`config.mk`:
```
export PLATFORM = sky130hd
export DESIGN_NAME = inst_prefetch_queue
export DESIGN_NICKNAME = d
export VERILOG_FILES = /design/src/rtl/inst_prefetch_queue.sv
export SDC_FILE = /design/constraint.sdc
export NUM_CORES = 1
export LEC_CHECK = 0
export BUFFER_PORTS_ARGS = -buffer_cell sky130_fd_sc_hd__buf_2
export CORE_ASPECT_RATIO = 1.2
export CORE_MARGIN = 5
export CORE_UTILIZATION = 33
export CTS_CLUSTER_SIZE = 16
export DETAILED_ROUTE_END_ITERATION = 10
export PLACE_DENSITY_LB_ADDON = 0.08
export SYNTH_ARGS = -nofsm -noshare
export SYNTH_HDL_FRONTEND = slang
export SYNTH_SLANG_ARGS = --single-unit
```
`constraint.sdc`:
```
create_clock -name clk -period 6.15 [get_ports clk]
set_input_delay 1.23 -clock clk [delete_from_list [all_inputs] [get_ports clk]]
set_output_delay 1.23 -clock clk [all_outputs]
set_load 0.05 [all_outputs]
```
`src/rtl/inst_prefetch_queue.sv`:
```
// Instruction prefetch queue: sequential fetch over req/ack, FIFO to the decoder, flush on redirect.
// Optional PFQ_FLUSH_COUNT_EN adds a saturating flush_count output.
module inst_prefetch_queue #(
  parameter int          DEPTH    = 4,
  parameter logic [18:0] RESET_PC = 19'h00000
) (
  input  logic        clk,
  input  logic        reset,
  output logic        imem_req,
  output logic [18:0] imem_addr,
  input  logic        imem_ack,
  input  logic [18:0] imem_rdata,
  input  logic        redirect,
  input  logic [18:0] redirect_pc,
  output logic        inst_valid,
  input  logic        inst_ready,
  output logic [18:0] inst_out,
  output logic [18:0] inst_pc
`ifdef PFQ_FLUSH_COUNT_EN
  ,
  output logic [15:0] flush_count
`endif
);

  localparam int PW = (DEPTH > 1) ? $clog2(DEPTH) : 1;
  localparam int CW = PW + 1;
  localparam logic [CW-1:0] FULL = CW'(DEPTH);

  // state | meaning
  // IDLE  | no request outstanding; issue when the FIFO has a free slot
  // WAIT  | request outstanding, response will be enqueued
  // DROP  | request outstanding, response is stale and will be discarded
  typedef enum logic [1:0] {IDLE, WAIT, DROP} state_t;

  state_t        state_q, state_d;
  logic [18:0]   fetch_pc_q, fetch_pc_d;
  logic [18:0]   req_addr_q;
  logic          issue, push, pop;
  logic [PW-1:0] wr_ptr_q, rd_ptr_q;
  logic [CW-1:0] count_q;
  logic [18:0]   data_mem [DEPTH];
  logic [18:0]   pc_mem   [DEPTH];

  assign imem_req   = (state_q != IDLE);
  assign imem_addr  = req_addr_q;
  assign inst_valid = (count_q != '0);
  assign inst_out   = inst_valid ? data_mem[rd_ptr_q] : '0;
  assign inst_pc    = inst_valid ? pc_mem[rd_ptr_q]   : '0;
  assign pop        = inst_valid && inst_ready && !redirect;

  always_comb begin
    state_d    = state_q;
    fetch_pc_d = fetch_pc_q;
    issue      = 1'b0;
    push       = 1'b0;
    case (state_q)
      IDLE: begin
        if (redirect) begin
          fetch_pc_d = redirect_pc;
        end else if (count_q != FULL) begin
          issue   = 1'b1;
          state_d = WAIT;
        end
      end
      WAIT: begin
        if (redirect) begin
          fetch_pc_d = redirect_pc;
          state_d    = imem_ack ? IDLE : DROP;
        end else if (imem_ack) begin
          push       = 1'b1;
          fetch_pc_d = fetch_pc_q + 19'd1;
          state_d    = IDLE;
        end
      end
      DROP: begin
        if (redirect) fetch_pc_d = redirect_pc;
        if (imem_ack) state_d = IDLE;
      end
      default: state_d = IDLE;
    endcase
  end

  always_ff @(posedge clk or negedge reset) begin
    if (!reset) begin
      state_q    <= IDLE;
      fetch_pc_q <= RESET_PC;
      req_addr_q <= RESET_PC;
    end else begin
      state_q    <= state_d;
      fetch_pc_q <= fetch_pc_d;
      if (issue) req_addr_q <= fetch_pc_q;
    end
  end

  // Redirect wins over any same-cycle push or pop.
  always_ff @(posedge clk or negedge reset) begin
    if (!reset) begin
      wr_ptr_q <= '0;
      rd_ptr_q <= '0;
      count_q  <= '0;
    end else if (redirect) begin
      wr_ptr_q <= '0;
      rd_ptr_q <= '0;
      count_q  <= '0;
    end else begin
      if (push) wr_ptr_q <= wr_ptr_q + PW'(1);
      if (pop)  rd_ptr_q <= rd_ptr_q + PW'(1);
      case ({push, pop})
        2'b10:   count_q <= count_q + CW'(1);
        2'b01:   count_q <= count_q - CW'(1);
        default: count_q <= count_q;
      endcase
    end
  end

  always_ff @(posedge clk) begin
    if (push) begin
      data_mem[wr_ptr_q] <= imem_rdata;
      pc_mem[wr_ptr_q]   <= fetch_pc_q;
    end
  end

`ifdef PFQ_FLUSH_COUNT_EN
  // A redirect in DROP discards nothing new, so only WAIT or a non-empty FIFO counts.
  always_ff @(posedge clk or negedge reset) begin
    if (!reset) begin
      flush_count <= '0;
    end else if (redirect && (inst_valid || state_q == WAIT) && flush_count != 16'hFFFF) begin
      flush_count <= flush_count + 16'd1;
    end
  end
`endif

endmodule

```
Word level (Yosys, flattened, before mapping)
Memory sizes are Yosys's and may differ from the RTL's.
Cells that the tools add are included.
- equal/unequal tests: 9
- reductions and logical operators: 13
- mux-type cells: 26
- add/sub/neg operators: 5
- operator list (operator ; number):
    two-way mux 19 bit ; 5
    one-hot mux 19 bit (2 select lines) ; 1
    adder 19 x 1 -> 19 bit (second input constant) ; 1
    two-way mux 2 bit ; 9
    two-way mux 1 bit ; 8
    nonzero test 2 bit ; 4
    inequality test 3 bit (second input constant) ; 2
    one-hot mux 2 bit (3 select lines) ; 1
    one-hot mux 3 bit (2 select lines) ; 1
    nonzero test 3 bit ; 2
    adder 2 x 1 -> 2 bit (second input constant) ; 2
    == test 2 x 1 -> 1 bit (second input constant) ; 2
    == test 2 bit (second input constant) ; 2
    inequality test 2 bit (second input constant) ; 2
    adder 3 x 1 -> 3 bit (second input constant) ; 1
    two-way mux 3 bit ; 1
    AND reduction 3 bit ; 1
    subtractor 3 x 1 -> 3 bit (second input constant) ; 1
    logical AND 1 bit ; 2
    logical NOT 2 bit ; 1
    inequality test 2 x 1 -> 1 bit (second input constant) ; 1
    AND reduction 2 bit ; 1
    OR reduction 2 bit ; 1
    logical NOT 1 bit ; 1
- input bits: 43
- flip-flop bits (word level): 47
- output and inout bits: 59
- bits in writable memories: 152
- logic and storage cells: 61
- memories kept: 2
- memory list (memory ; words ; bits a word ; rd ports ; clocked after Yosys merged registers in ; wr ports ; RTL line ; source):
    data_mem ; 4 ; 19 ; 1 ; 0 ; 1 ; 41 ; logic [18:0] data_mem [DEPTH];
    pc_mem ; 4 ; 19 ; 1 ; 0 ; 1 ; 42 ; logic [18:0] pc_mem [DEPTH];

Logic depth before layout (Yosys ltp)
Gate-level depths: netlist (run 1).
- depth after elaboration: 6
- depth in mapped cells: 8

Worst setup path before layout (run 1)
No wires, ideal clock.
- path type: input to register
- from: input redirect
- to: memory data_mem[0][0] (enable)
- slack: 2901 ps
- library setup time: 399 ps
- stages: 4
- buffers on the path: 2
- arrival: 2850 ps
- required time: 5751 ps
- cell sequence: buf_2 and4bb_1 buf_2 and2_1
- word-level cells in the longest chain between the ends: 4
- RTL lines (what ; RTL line ; source):
    from (decl) ; 13 ; input logic redirect,
    two-way mux 1 bit ; 66 ; if (redirect) begin
    two-way mux 1 bit ; 56 ; case (state_q)
    two-way mux 1 bit ; 117 ; if (push) begin
    two-way mux 1 bit (implied by the code) ; 118 ; data_mem[wr_ptr_q] <= imem_rdata;
    to (decl) ; 41 ;
No other way between the ends.

Final worst setup path (run 1)
- from: register rd_ptr_q[0]
- to: output inst_out[8]
- word-level cells in the longest chain between the ends: 2
- RTL lines (what ; RTL line ; source):
    from (decl) ; 39 ; logic [PW-1:0] wr_ptr_q, rd_ptr_q;
    from (signal assigned) ; 107 ; if (pop) rd_ptr_q <= rd_ptr_q + PW'(1);
    memory read (4 x 19 bit) ; - ;
    two-way mux 19 bit ; 47 ; assign inst_out = inst_valid ? data_mem[rd_ptr_q] : '0;
    to (decl) ; 17 ; output logic [18:0] inst_out,
No other way between the ends.

==> results of run 1 <==
[layout by cell type (no fill, tap or decap), types with 3 or more instances in the layout]
master,netlist,layout
and2_2,0,4
and2_1,43,39
dfrtp_1,47,45
clkbuf_1,11,3
buf_2,17,101
inv_1,3,3
nor2_1,23,23
buf_4,0,6
clkbuf_16,0,21
a21oi_1,15,15
nor3_1,4,4
and3_1,3,3
and4_1,3,3
mux4_2,38,38
nand4_1,10,10
ha_1,5,5
edfxtp_1,152,152
mux2_4,19,19
inv_6,0,4
o22ai_1,5,5
o31ai_1,3,3
o21ai_0,11,11
nand3_1,7,7
nand2_1,15,15
a2bb2oi_1,6,6
[metal layers]
metal / share of wire, % / vias up / wire, microns / track usage, %
met2: 50 / 116 / 9090 / 21.9
met1: 44 / 2422 / 8090 / 17.3
met4: 1.3 / 0 / 230 / 3.96
li1: - / 2093 / - / -
met3: 4.5 / 15 / 816 / 2.87
met5: 0 / - / 0 / 0
[flip-flops by register name, indices dropped and copies added (netlist names)]
register,cells
state_q,2
fetch_pc_q,19
wr_ptr_q,2
data_mem,76
count_q,3
rd_ptr_q,2
pc_mem,76
imem_addr,19
[kinds of logic after synthesis]
group                    share of synthesized area (%)
AO/OA/AOI/OAI                                     5.46
XOR/XNOR                                         0.316
adder cells (fa/ha/maj)                          0.994
buffers and inverters                             1.93
flip-flops                                        69.1
multiplexers                                      14.1
AND/OR/NAND/NOR                                   8.11
[stage by stage]
step | cell area (sq um) | utilization, %
after detailed placement | 9130 | 36.9
final | 9730 | 39.3
after CTS | 9730 | 39.3
after floorplan | 8310 | -
after global routing | 9730 | 39.3
after global placement | 9130 | 36.9
[critical path, delay by kind of cell (launching register included)]
family | cells | cell delay (ns)
buffers and inverters | 2 | 0.72
multiplexers | 1 | 0.55
AND/OR/NAND/NOR | 1 | 0.19
flip-flops | 1 | 0.84
[area by class of cell]
cell class / count / area [sq um] / share of cell area [%]
Tap cell: 325 / 407 / 4.18
Multi-Input combinational cell: 254 / 2420 / 24.8
Timing Repair Buffer: 107 / 551 / 5.66
Clock buffer: 24 / 537 / 5.51
Inverter: 3 / 11.3 / 0.116
Clock inverter: 8 / 68.8 / 0.707
Sequential cell: 199 / 5740 / 59.0
[power groups by stage]
stage	clock [mW]	combinational (mW)	sequential, mW
6_report	1.13	1.70	1.93
5_1_grt	1.22	1.82	1.97
4_1_cts	1.16	1.74	1.94
3_5_place_dp	0	1.73	1.96
3_3_place_gp	0	1.73	1.95
2_1_floorplan	0	1.18	2.06
[cells in the mapped netlist, drive strengths merged, types with 2 or more instances]
master     n
a211o      2
a211oi     2
a21boi     2
a21oi     15
a2bb2oi    6
a311oi     2
and2      45
and3       3
and4       3
buf       19
clkbuf    11
dfrtp     47
edfxtp   152
ha         5
inv        3
mux2      21
mux4      38
nand2     16
nand3      7
nand4     10
nor2      23
nor2b      2
nor3       4
o21ai     12
o22ai      5
o31a       2
o31ai      4
o32ai      2
or2        2
xor2       2
[worst max path at each step]
stage / from / to / cells past startpoint
floorplan: redirect / data_mem[0][0] / 4
global placement: rd_ptr_q[0] / inst_pc[18] / 4
detailed placement: rd_ptr_q[0] / inst_out[2] / 4
CTS: rd_ptr_q[0] / inst_out[2] / 4
global route: rd_ptr_q[0] / inst_out[8] / 4
finish: rd_ptr_q[0] / inst_out[8] / 4
==> run summary, run 1 <==
first-pass GRT wire length -> 28.8 mm
post-route ant nets -> 0
Final Cycle Share -> 64.5%
DRC Markers -> 0
Worst Hold Depth -> 1
initial DRC count -> 204
number of global-route vias before repair -> 4930
flop-to-flop setup slack -> 3.66 ns
Area contributors post-synth -> edfxtp_1, dfrtp_1, mux4_2
die area -> 28500 sq um
Seq pwr share -> 40.5%
Yosys cell types -> 56
Post-synth EDFFs -> 152
worst-skew pair later-pin latency -> 0.42 ns
Startpoint Class -> flop
Max clock buf depth -> 2
Switching Fraction -> 40.1%
n_diodes -> 0
Async S/R FF share, synth -> 23.6%
worst hold margin -> 0.511 ns
Arrival @ worst endpoint -> 2.74 ns
number of CTS-inserted buffers -> 17
CTS tree -> done
FF-to-FF path depth -> 2
htree depth -> 4
Setup violations, final -> 0
Max Cap Viol -> 0
I/O pins -> 102
Synth Flop Type -> edfxtp_1
Nets -> 631
Final Non-Filler Cells -> 920
first-pass detailed-route iteration total -> 6
min Tclk post-route -> 3.97 ns
P&R area growth vs syn -> 17.1%
WL per Instance -> 19.8 microns
top-area cell type share of the netlist area -> 54.9%
Die H -> 184 microns
Hold WC Path Type -> reg2reg
hold wc startpoint -> imem_addr[12]
Worst-Margin Slew -> 1.17 ns
post-synth top area cell -> edfxtp_1
PortBufs -> 101
status -> finished clean
Seq/Total Area, Yosys -> 69.1%
RSZ-0062 raised after global routing -> false
Lkg Pwr -> 3.51 nW
crit path cell chain -> buf_4, mux4_2, and2_1, buf_2
Syn Nets -> 535
Yosys warning total -> 0
R2R Path End -> pc_mem[1][8]
CTS Hold Buffers Added -> 0
placed cell count -> 888
CP Capture Type -> output port
pin count of the biggest net entering global routing -> 48
setup TNS -> 0 ns
CTS Root Cell -> clkbuf_16
Syn Area/Cell -> 17.1 sq um
synthesized instance count -> 486
Post-CTS Resized -> 0
pre-CTS setup slack -> 2.52 ns
GR Overflow Total -> 0
Core Region -> 24800 sq um
Comb pwr share -> 35.8%
Hold Violations, Final -> 0
Initial Utilization -> 33.6%
Post-Syn Area -> 8310 sq um
fill cell count -> 2350
Seq cells post-synth -> 199
Vias/cell -> 5.05
post-route setup slack -> 2.18 ns
via count -> 4646
power density over cell area -> 489 nW/um^2
hold path endpoint -> imem_addr[12]
clock share of power -> 23.7%
total power -> 4.76 mW
initial antenna violation count -> 0
FMAX -> 252 MHz
Pint -> 2.85 mW
Sinks on Clock Net -> 199
peak supply drop -> 0.214 mV
clk_skew -> 0.0117 ns
Critical Setup Path Class -> reg2out
crit-path max FO -> 21
Crit path required time -> 4.92 ns
max incr delay on CP -> 0.84 ns
Clock Pin Slew Worst Setup and Hold Paths -> 0.07 ns
P_sw -> 1.91 mW
CP max-delay cell -> dfrtp_2
number of post-CTS setup repair buffers -> 0
max_slew headroom -> 21.9%
# rows -> 63
die width -> 155 microns
share of layout cells above drive strength 1 -> 34.8%
Post-DP HPWL -> 11.1 mm
DRT Wirelength -> 18.2 mm
FF-to-FF Start -> state_q[0]
Max Slew Vio Count -> 0
Tot GR Track Use -> 13.2%
GPL Wtd Cong -> 0.738
(Power assumes the default switching activity.)
==> run 2, diff against run 1 <==
Clock period 6.15 ns to 4 ns, I/O delays scaled along.
==> run summary, run 2 (synthesized netlist as in run 1, its figures left out) <==
status -> finished clean (unchanged)
Comb pwr share -> 35.7% (was 35.8%)
Final Non-Filler Cells -> 925 (was 920)
Tot GR Track Use -> 13.3% (was 13.2%)
Pint -> 4.48 mW (was 2.85 mW)
peak supply drop -> 0.391 mV (was 0.214 mV)
Arrival @ worst endpoint -> 2.44 ns (was 2.74 ns)
Die H -> 184 microns (unchanged)
worst-skew pair later-pin latency -> 0.42 ns (about the same)
max incr delay on CP -> 0.75 ns (was 0.84 ns)
Sinks on Clock Net -> 199 (unchanged)
Crit path required time -> 3.20 ns (was 4.92 ns)
Lkg Pwr -> 3.55 nW (was 3.51 nW)
max_slew headroom -> 48.0% (was 21.9%)
FF-to-FF path depth -> 5 (was 2)
Hold WC Path Type -> in2async (was reg2reg)
Post-CTS Resized -> 0 (unchanged)
FMAX -> 308 MHz
power density over cell area -> 755 nW/um^2 (was 489 nW/um^2)
Switching Fraction -> 39.5% (was 40.1%)
CTS tree -> done (unchanged)
Post-DP HPWL -> 11.4 mm (was 11.1 mm)
first-pass GRT wire length -> 29.0 mm (was 28.8 mm)
Core Region -> 24800 sq um (unchanged)
CP Capture Type -> output port (unchanged)
CTS Root Cell -> clkbuf_16 (unchanged)
Seq pwr share -> 39.9% (was 40.5%)
initial antenna violation count -> 0 (unchanged)
Crit path max-delay family -> flip-flops (unchanged)
n_diodes -> 0 (unchanged)
number of CTS-inserted buffers -> 17 (unchanged)
Startpoint Class -> flop (unchanged)
Nets -> 637 (was 631)
number of global-route vias before repair -> 4860 (was 4930)
Final Cycle Share -> 81.0%
CTS Hold Buffers Added -> 0 (unchanged)
Largest regs -> data_mem: 76 flops, pc_mem: 76 flops (unchanged)
GR Overflow Total -> 0 (unchanged)
placed cell count -> 894 (was 888)
flop-to-flop setup slack -> 1.64 ns (was 3.66 ns)
Max Cap Viol -> 0 (unchanged)
htree depth -> 4 (unchanged)
Worst-Margin Slew -> 0.780 ns (was 1.17 ns)
R2R Path End -> count_q[2] (was pc_mem[1][8])
most frequent cells in the layout -> edfxtp_1, buf_2, dfrtp_1, and2_1, mux4_2 (unchanged)
first-pass detailed-route iteration total -> 5 (was 6)
Setup violations, final -> 0 (unchanged)
Reg area -> 5740 sq um (unchanged)
footprint of the multi-input gates -> 2420 sq um (unchanged)
I/O pins -> 102 (unchanged)
via count -> 4598 (was 4646)
RSZ-0062 raised after global routing -> false (unchanged)
min Tclk post-route -> 3.24 ns
Max Slew Vio Count -> 0 (unchanged)
setup TNS -> 0 ns (unchanged)
pin count of the biggest net entering global routing -> 41 (was 48)
WL per Instance -> 19.9 microns (was 19.8 microns)
clock share of power -> 24.4% (was 23.7%)
FF-to-FF Start -> state_q[0] (unchanged)
# rows -> 63 (unchanged)
P_sw -> 2.92 mW (was 1.91 mW)
DRT Wirelength -> 18.4 mm (was 18.2 mm)
Max clock buf depth -> 2 (unchanged)
DRC Markers -> 0 (unchanged)
Hold Violations, Final -> 0 (unchanged)
fill cell count -> 2344 (was 2350)
crit path buf inv count -> 2 (unchanged)
GPL Wtd Cong -> 0.751 (was 0.738)
crit-path max FO -> 25 (was 21)
CP max-delay cell -> dfrtp_2 (unchanged)
crit path cell chain -> buf_12, mux4_2, and2_1, buf_2 (was buf_4, mux4_2, and2_1, buf_2)
initial DRC count -> 185 (was 204)
P&R area growth vs syn -> 18.0% (was 17.1%)
PortBufs -> 101 (unchanged)
share of layout cells above drive strength 1 -> 35.8% (was 34.8%)
die width -> 155 microns (unchanged)
Clock Pin Slew Worst Setup and Hold Paths -> 0.07 ns (about the same)
Critical Setup Path Class -> reg2out (unchanged)
Vias/cell -> 4.97 (was 5.05)
commonest non-fill, non-tap cell in the layout -> edfxtp_1 (unchanged)
number of post-CTS setup repair buffers -> 0 (unchanged)
Initial Utilization -> 33.6% (unchanged)
die area -> 28500 sq um (unchanged)
post-route ant nets -> 0 (unchanged)
clk_skew -> 0.0114 ns (was 0.0117 ns)
-- run 2: cell count changes in the layout (fill, tap and decap cells not counted), moves of 2 or more --
cell        before  now
clkinvlp_4       1    3
clkbuf_16       21   17
bufinv_16        0    4
clkbuf_1         3    0
buf_4            6   11
-- run 2: worst max-delay path by stage --
stage | from | end | slack, ns | depth (start not counted)
global route | rd_ptr_q[0] | inst_pc[9] | 0.59 | 4
finish | rd_ptr_q[0] | inst_pc[11] | 0.76 | 4
floorplan | redirect | data_mem[0][0] | 1.18 | 4
CTS | rd_ptr_q[0] | inst_pc[9] | 0.66 | 4
detailed placement | redirect | count_q[2] | 1.06 | 6
global placement | rd_ptr_q[0] | inst_pc[11] | 1.11 | 4
-- run 2: worst reg2reg max path: cells and delay by family (launching register included) --
| family | cells | cell delay (ns) |
|---|---|---|
| AOI/OAI and AO/OA | 1 | 0.31 |
| adders and majority gates | 1 | 0.40 |
| DFF | 1 | 0.52 |
| muxes | 1 | 0.37 |
| and+or+nand+nor | 2 | 0.65 |
-- run 2: metrics by stage --
stage	utilization [%]	setup WS, ns	hold WS, ns	instance area [sq um]	power (mW)
final	39.6	0.758	0.455	9810	7.40
after global routing	39.6	0.585	0.509	9810	7.80
after CTS	39.6	0.655	0.473	9810	7.52
after detailed placement	37.1	1.06	0.491	9190	5.69
after global placement	37.1	1.11	0.489	9190	5.67
after floorplan	-	1.18	0.494	8310	4.97
-- run 2: power groups by stage --
stage	registers, mW	logic [mW]	clock network [mW]
final	2.95	2.64	1.81
after global routing	3.01	2.83	1.96
after CTS	2.96	2.69	1.87
after detailed placement	3.00	2.69	0
after global placement	2.98	2.69	0
after floorplan	3.16	1.81	0
-- run 2: area by class of cell --
cell class	count	area share [%]
clock buffer	17	4.34
clock inverter	14	2.03
inverter	3	0.115
multi-input combinational	254	24.6
sequential	199	58.5
tap	325	4.15
timing repair buffer	113	6.20
-- run 2: metal layers --
metal  part of all wire (%)  routed length, microns  GRT usage, %
met1                     46                    8520          18.1
met2                     49                    9060          22.1
met3                    3.8                     705          2.90
met4                   0.60                     111          2.97
met5                      0                       0             0
